<file path="config.mk">
export PLATFORM = sky130hd
export DESIGN_NAME = alu_muldiv_flat
export DESIGN_NICKNAME = d
export VERILOG_FILES = /design/src/rtl/alu_muldiv_if.sv /design/src/rtl/alu_muldiv.sv /design/src/flat_wrapper.sv
export SDC_FILE = /design/constraint.sdc
export NUM_CORES = 2
export LEC_CHECK = 0
export CAP_MARGIN = 0
export CORE_MARGIN = 1.5
export CORE_UTILIZATION = 60
export DETAILED_ROUTE_END_ITERATION = 7
export GPL_TIMING_DRIVEN = 0
export PLACE_DENSITY = 0.79
export SLEW_MARGIN = 20
export SYNTH_ARGS = -nofsm -noshare
export SYNTH_HDL_FRONTEND = slang
export SYNTH_SLANG_ARGS = --single-unit
</file>
<file path="constraint.sdc">
create_clock -name clk -period 23.7 [get_ports clk]
set_input_delay 5.925 -clock clk [delete_from_list [all_inputs] [get_ports clk]]
set_output_delay 5.925 -clock clk [all_outputs]
set_load 0.02 [all_outputs]
</file>
<file path="src/rtl/alu_muldiv_if.sv">
// alu_muldiv_if: operation/operand bus and result/status signals of the execute unit
interface alu_muldiv_if #(parameter int WIDTH = 32);
    logic [4:0]       alu_control;
    logic [WIDTH-1:0] src_a;
    logic [WIDTH-1:0] src_b;
    logic             start;
    logic [WIDTH-1:0] alu_result;
    logic             zero;
    logic             busy;
    logic             done;
    logic [WIDTH-1:0] hi;
    logic [WIDTH-1:0] lo;
    modport master (output alu_control, src_a, src_b, start, input alu_result, zero, busy, done, hi, lo);
    modport slave (input alu_control, src_a, src_b, start, output alu_result, zero, busy, done, hi, lo);
endinterface

</file>
<file path="src/rtl/alu_muldiv.sv">
// alu_muldiv: single-cycle ALU plus iterative mult/div into HI/LO.
// Define MULDIV_EARLY_OUT_EN to let MULT/MULTU finish once the multiplier runs out of set bits.
module alu_muldiv #(parameter int WIDTH = 32) (
    input logic clk,
    input logic rst_n,
    alu_muldiv_if.slave bus
);
    localparam int SHW = $clog2(WIDTH);
    typedef enum logic {IDLE, RUN} state_t;
    state_t state, state_next;
    logic [4:0] op;
    logic [WIDTH-1:0] a, b, res, hi_q, lo_q;
    logic [SHW-1:0] cnt;
    logic [2*WIDTH-1:0] mcand, acc, acc_next, prod;
    logic [WIDTH-1:0] mplier, quo, rem, dvsr, opa, quo_next, rem_next, q_fix, r_fix, mag_a, mag_b;
    logic [WIDTH:0] shl;
    logic sgn, accept, last, ge, is_div, neg_p, neg_r, done_q;
    assign op = bus.alu_control;
    assign a = bus.src_a;
    assign b = bus.src_b;
    always_comb begin
        res = '0;
        case (op)
            5'd0: res = a & b;
            5'd1: res = a | b;
            5'd2: res = a + b;
            5'd3: res = a ^ b;
            5'd4: res = b << a[SHW-1:0];
            5'd5: res = b >> a[SHW-1:0];
            5'd6: res = a - b;
            5'd7: res = {{(WIDTH-1){1'b0}}, $signed(a) < $signed(b)};
            5'd8: res = $signed(b) >>> a[SHW-1:0];
            5'd9: res = {{(WIDTH-1){1'b0}}, a < b};
            5'd14: res = hi_q;
            5'd15: res = lo_q;
            default: res = '0;
        endcase
    end
    assign bus.alu_result = res;
    assign bus.zero = res == '0;
    assign bus.hi = hi_q;
    assign bus.lo = lo_q;
    assign bus.done = done_q;
    // Both units work on magnitudes; signs are reapplied when the result is committed.
    always_comb begin
        sgn = ~op[0];
        accept = bus.start && state == IDLE && op >= 5'd10 && op <= 5'd13;
        mag_a = (sgn && a[WIDTH-1]) ? -a : a;
        mag_b = (sgn && b[WIDTH-1]) ? -b : b;
        acc_next = mplier[0] ? acc + mcand : acc;
        shl = {rem, quo[WIDTH-1]};
        ge = shl >= {1'b0, dvsr};
        rem_next = ge ? WIDTH'(shl - {1'b0, dvsr}) : shl[WIDTH-1:0];
        quo_next = {quo[WIDTH-2:0], ge};
        prod = neg_p ? -acc_next : acc_next;
        q_fix = dvsr == '0 ? '1 : neg_p ? -quo_next : quo_next;
        r_fix = dvsr == '0 ? opa : neg_r ? -rem_next : rem_next;
        last = cnt == '0;
`ifdef MULDIV_EARLY_OUT_EN
        last = last || (!is_div && mplier[WIDTH-1:1] == '0);
`endif
    end
    always_ff @(posedge clk or negedge rst_n)
        if (!rst_n) state <= IDLE;
        else state <= state_next;
    always_comb begin
        state_next = state;
        bus.busy = state == RUN;
        if (state == IDLE && accept) state_next = RUN;
        else if (state == RUN && last) state_next = IDLE;
    end
    always_ff @(posedge clk or negedge rst_n) begin
        if (!rst_n) begin
            {cnt, mcand, acc, mplier, quo, rem, dvsr, opa} <= '0;
            {is_div, neg_p, neg_r, done_q} <= '0;
            hi_q <= '0;
            lo_q <= '0;
        end else begin
            done_q <= 1'b0;
            if (accept) begin
                cnt <= SHW'(WIDTH - 1);
                mcand <= {{WIDTH{1'b0}}, mag_b};
                acc <= '0;
                mplier <= mag_a;
                quo <= mag_a;
                rem <= '0;
                dvsr <= mag_b;
                opa <= a;
                is_div <= op[2];
                neg_p <= sgn & (a[WIDTH-1] ^ b[WIDTH-1]);
                neg_r <= sgn & a[WIDTH-1];
            end else if (state == RUN) begin
                cnt <= cnt - 1'b1;
                mcand <= mcand << 1;
                mplier <= mplier >> 1;
                acc <= acc_next;
                quo <= quo_next;
                rem <= rem_next;
                if (last) begin
                    done_q <= 1'b1;
                    hi_q <= is_div ? r_fix : prod[2*WIDTH-1:WIDTH];
                    lo_q <= is_div ? q_fix : prod[WIDTH-1:0];
                end
            end else if (bus.start && op == 5'd16) hi_q <= a;
            else if (bus.start && op == 5'd17) lo_q <= a;
        end
    end
endmodule

</file>
<file path="src/flat_wrapper.sv">
// flat-port wrapper written by rule: the top's interface ports become plain ports
module alu_muldiv_flat 
#(parameter int WIDTH = 32)
  (clk, rst_n, bus_alu_control, bus_src_a, bus_src_b, bus_start, bus_alu_result, bus_zero, bus_busy, bus_done, bus_hi, bus_lo);
  alu_muldiv_if #(.WIDTH(WIDTH)) bus_i ();
  input logic clk;
  input logic rst_n;
  input wire logic [$bits(bus_i.alu_control)-1:0] bus_alu_control;
  input wire logic [$bits(bus_i.src_a)-1:0] bus_src_a;
  input wire logic [$bits(bus_i.src_b)-1:0] bus_src_b;
  input wire logic [$bits(bus_i.start)-1:0] bus_start;
  output wire logic [$bits(bus_i.alu_result)-1:0] bus_alu_result;
  output wire logic [$bits(bus_i.zero)-1:0] bus_zero;
  output wire logic [$bits(bus_i.busy)-1:0] bus_busy;
  output wire logic [$bits(bus_i.done)-1:0] bus_done;
  output wire logic [$bits(bus_i.hi)-1:0] bus_hi;
  output wire logic [$bits(bus_i.lo)-1:0] bus_lo;
  assign bus_i.alu_control = bus_alu_control;
  assign bus_i.src_a = bus_src_a;
  assign bus_i.src_b = bus_src_b;
  assign bus_i.start = bus_start;
  assign bus_alu_result = bus_i.alu_result;
  assign bus_zero = bus_i.zero;
  assign bus_busy = bus_i.busy;
  assign bus_done = bus_i.done;
  assign bus_hi = bus_i.hi;
  assign bus_lo = bus_i.lo;
  alu_muldiv #(.WIDTH(WIDTH)) u_core (.clk(clk), .rst_n(rst_n), .bus(bus_i));
endmodule
</file>
==> flow_summary.toml, run 1 <==
[clock_network]
clkSinkCount = 362
postCtsHoldBufs = 0
cts.repair.resized = 0
clk_path_buf_depth = 3
htreeDepth = 2
root_buffer = "clkbuf_16"
cts_made_buffers = 38
cts_setup_buffers = 0

[placed_design]
io_buffers = 170
dp_hpwl_mm = 157.3
gp_congestion = 1.245
dp_slack_ps = 3386

[global_route]
grt_max_degree = 83
grt_util_all_layers = 0.6815
grt_pass1_wl_mm = 314.6
grt_pass1_vias = 45556
overflow = 12

[synthesis]
synth.most_common_cell = "nand2_1"
ys_top_cells_by_count = "nand2_1, o21ai_0, nor2_1, dfrtp_1, a21oi_1"
syn_area_um2 = 37000
synth_fp_nets = 5119
async_flop_share = 1.000
yosysWarnings = 0
synth_ff_type = "dfrtp_1"
ys_ff_latch = 362
yosysTopAreaCellShare = 0.2448
syn_avg_cell_area_um2 = 7.636
synth_cells = 4845
yosysTopAreaCell = "dfrtp_1"
synth_area_leaders = "dfrtp_1, nand2_1, ha_1"
ys_seq_area_frac = 0.2448
yosysUniqueCellTypes = 108
synth-edff-count = 0

[status]
stop_stage = "5_1_grt"
stop_error = "[ERROR GRT-0116] Global routing finished with congestion. Check the congestion regions in the DRC Viewer."
status = "stopped before the end"

[floorplanning]
start_util = 0.6096
die_h_um = 251.3
rows = 90
io_pins = 171
chipWidth_um = 251.3
[layer usage]
layer / GRT overflow / track usage
met5: 0 / 0.1266
met4: 3 / 0.6625
met3: 0 / 0.4806
met2: 9 / 0.8860
met1: 0 / 0.6939
[cells by family after synthesis]
family,after synthesis,synth area share
and+or+nand+nor,1716,0.2122
AOI/OAI and AO/OA,1607,0.2891
buffers and inverters,542,0.05651
DFF,362,0.2448
xor gates and xnor gates,236,0.05607
adders and majority gates,202,0.06912
muxes,180,0.07210
[stage by stage]
step / instances / hold WS [ps] / util / cell area [µm²]
2_1_floorplan: 4845 / 439.2 / - / 37000
3_3_place_gp: 5797 / 453.0 / 0.6537 / 39680
3_5_place_dp: 5805 / 459.7 / 0.6568 / 39870
4_1_cts: 5873 / 474.2 / 0.6786 / 41190
==> run 2: changes to the inputs <==
--- a/config.mk
+++ b/config.mk
@@ -7,10 +7,10 @@
 export LEC_CHECK = 0
 export CAP_MARGIN = 0
 export CORE_MARGIN = 1.5
-export CORE_UTILIZATION = 60
+export CORE_UTILIZATION = 40
 export DETAILED_ROUTE_END_ITERATION = 7
 export GPL_TIMING_DRIVEN = 0
-export PLACE_DENSITY = 0.79
+export PLACE_DENSITY_LB_ADDON = 0.15
 export SLEW_MARGIN = 20
 export SYNTH_ARGS = -nofsm -noshare
 export SYNTH_HDL_FRONTEND = slang
==> run 2 against run 1 <==
  * The flow now finishes without violations
  * Area after synthesis did not move
  * Synthesized cell count did not move
==> flow_summary.toml, run 2 <==
[status]
status = "finished clean"

[floorplanning]
die_h_um = 307.1
io_pins = 171
dieArea_um2 = 94330
start_util = 0.4036
coreArea_um2 = 91660
chipWidth_um = 307.1
rows = 111

[worst_setup_path]
cp-startpoint = "bus_src_a[3]"
worstSetupStartpointType = "input port"
rrSetupSlack_ps = 16280
cp_slowest_cell = "a2111oi_0"
critPathKind = "input port to output pin"
crit-reg2reg-launch = "u_core.rem[6]"
path_cells = "clkdlybuf4s50_1 -> clkbuf_1 -> inv_1 -> buf_1 -> buf_1 -> clkbuf_1 -> clkbuf_1 -> ha_1 -> clkbuf_1 -> o31ai_1 -> a21oi_1 -> o211a_1 -> a2111oi_0 -> a211oi_1 -> or3_1 -> a221oi_1 -> o21bai_1 -> nor4_1 -> nand2_1 -> nor3_1 -> clkdlybuf4s50_1"
reg2reg_depth = 20
crit_arrival_ps = 15680
cp.required_ps = 17780
end_kind = "output pin"
r2r-end = "u_core.bus.lo[28]"
critPathMostFrequentCell = "clkbuf_1"
crit_fanout = 10
cpPeakStageDelay_ps = 1120

[min_path]
hold_end = "u_core.mplier[16]"
worstHoldStart = "u_core.mplier[17]"
hold_depth = 2
hold_path_class = "register to register"

[clock_network]
clk_path_buf_depth = 3
root_buffer = "clkbuf_16"
clkTransAtPathRegs_ps = 60
cts.repair.resized = 0
cts_setup_buffers = 0
cts_made_buffers = 41
cts_tree = "yes"
postCtsHoldBufs = 0
clkSinkCount = 362
worstSkewPairLatency_ps = 620
htreeDepth = 2

[synthesis]
synth_fp_nets = 5119
yosysWarnings = 0
yosysTopAreaCellShare = 0.2448
ys_ff_latch = 362
synth_area_leaders = "dfrtp_1, nand2_1, ha_1"
syn_avg_cell_area_um2 = 7.636
yosysTopAreaCell = "dfrtp_1"
synth_cells = 4845
synth.most_common_cell = "nand2_1"
ys_top_cells_by_count = "nand2_1, o21ai_0, nor2_1, dfrtp_1, a21oi_1"
syn_area_um2 = 37000
ys_seq_area_frac = 0.2448
yosysUniqueCellTypes = 108
synth-edff-count = 0
synth_ff_type = "dfrtp_1"
async_flop_share = 1.000

[final_layout]
instances_no_fill = 6294
final_cell_mix = "nand2_1, o21ai_0, nor2_1"
nFillCells = 9386
top_regs = "u_core.acc: 64 flops, u_core.mcand: 64 flops"
drive_gt1_frac = 0.05764
area_delta_synth_final_pct = 13.23
final_util = 0.4570
layout_commonest_cell = "nand2_1"
layout.nets = 5343

[drt]
num_vias = 43331
wl_per_cell_um = 36.34
routed_wirelength_mm = 228.8
drc_errors = 0
dr.pass1.iters = 8
viasPerCell = 6.884
ant_nets = 0
dr.first_iter.drc_count = 6253

[timing]
setup_slack_ps = 2099
max_freq_ghz = 0.04629
worst_pin_slew_ps = 1253
finClkSkew_ps = 37.71
slew_headroom = 0.1433
slew_violations = 0
min_period_ps = 21600
rsz0062_at_grt = "false"
finalSetupViolCount = 0
final_hold_viol_count = 0
timing.final.crit_share = 0.9114

[placed_design]
io_buffers = 170
dp_hpwl_mm = 183.3
post-place-cells = 6210
dp_slack_ps = 2680
gp_congestion = 1.119

[flow_run]
cap_viol_max_count = 0

[pwr]
powerDensity_nw_per_um2 = 135.7
irDropWorstVdd_mv = 0.09367
power.static_leakage_uw = 0.01687

[global_route]
grt_util_all_layers = 0.4724
overflow = 0
grt_pass1_wl_mm = 317.2
grt_pass1_vias = 40580
grt_max_degree = 94
antenna_found_initial = 14
run 2: cell counts after synthesis:
Identical to the previous run, type by type.
run 2: worst max-delay path by stage:
stage | endpoint | slack, ps
global route | bus_zero | 2170
floorplan | bus_zero | 6610
CTS | bus_zero | 2640
detailed placement | bus_zero | 2680
global placement | u_core.dvsr[9] | -250
finish | bus_zero | 2100
run 2: power by group:
group | total (µW) | switching (µW) | internal (µW) | leakage [µW]
logic | 3740 | 2550 | 1200 | 0.0115
registers | 1230 | 364 | 863 | 0.00461
clock network | 719 | 308 | 411 | 0.000711
total | 5690 | 3220 | 2470 | 0.0169
run 2: cell type report:
| class | instances | area, µm² | area share |
|---|---|---|---|
| Multi-Input combinational cell | 3941 | 25910 | 0.6185 |
| Clock buffer | 54 | 1145 | 0.02733 |
| Tap cell | 1186 | 1484 | 0.03542 |
| Timing Repair Buffer | 181 | 1874 | 0.04474 |
| Clock inverter | 21 | 310.3 | 0.007407 |
| Sequential cell | 362 | 9059 | 0.2162 |
| Antenna cell | 7 | 17.52 | 0.0004181 |
| Inverter | 190 | 718.2 | 0.01714 |
| Buffer | 352 | 1376 | 0.03285 |
run 2: cells by family (layout without fill, tap and decap cells):
kind of cell / Yosys count / count (layout) / synth area share
simple gates: 1716 / 1716 / 0.2122
compound gates: 1607 / 1607 / 0.2891
buf+inv: 542 / 798 / 0.05651
flops: 362 / 362 / 0.2448
xor+xnor: 236 / 236 / 0.05607
fa+ha+maj: 202 / 202 / 0.06912
mux: 180 / 180 / 0.07210
other cells: 0 / 7 / 0
run 2: per-stage QoR:
step / cell area [µm²] / hold WS (ps) / total power (µW) / TNS, ps
after floorplan: 37000 / 439.2 / 3307 / 0
after global placement: 40180 / 454.9 / 4758 / -66900
after detailed placement: 40400 / 464.2 / 4784 / 0
after CTS: 41860 / 479.2 / 5508 / 0
after global routing: 41880 / 500.3 / 5880 / 0
final: 41890 / 486.0 / 5687 / 0
run 2: metal layers:
metal,up-vias,wire (µm),global-route usage
li1,18354,-,-
met1,21121,83910,0.5588
met2,2997,100100,0.7393
met3,851,21220,0.09931
met4,8,23460,0.3868
met5,-,58,0
run 2: critical path, delay by kind of cell:
family / cells / cell delay [ps]
simple gates: 4 / 1120
compound gates: 7 / 3510
fa+ha+maj: 1 / 370
buf+inv: 9 / 4720
Note: power is estimated with default switching activity, not from simulation.
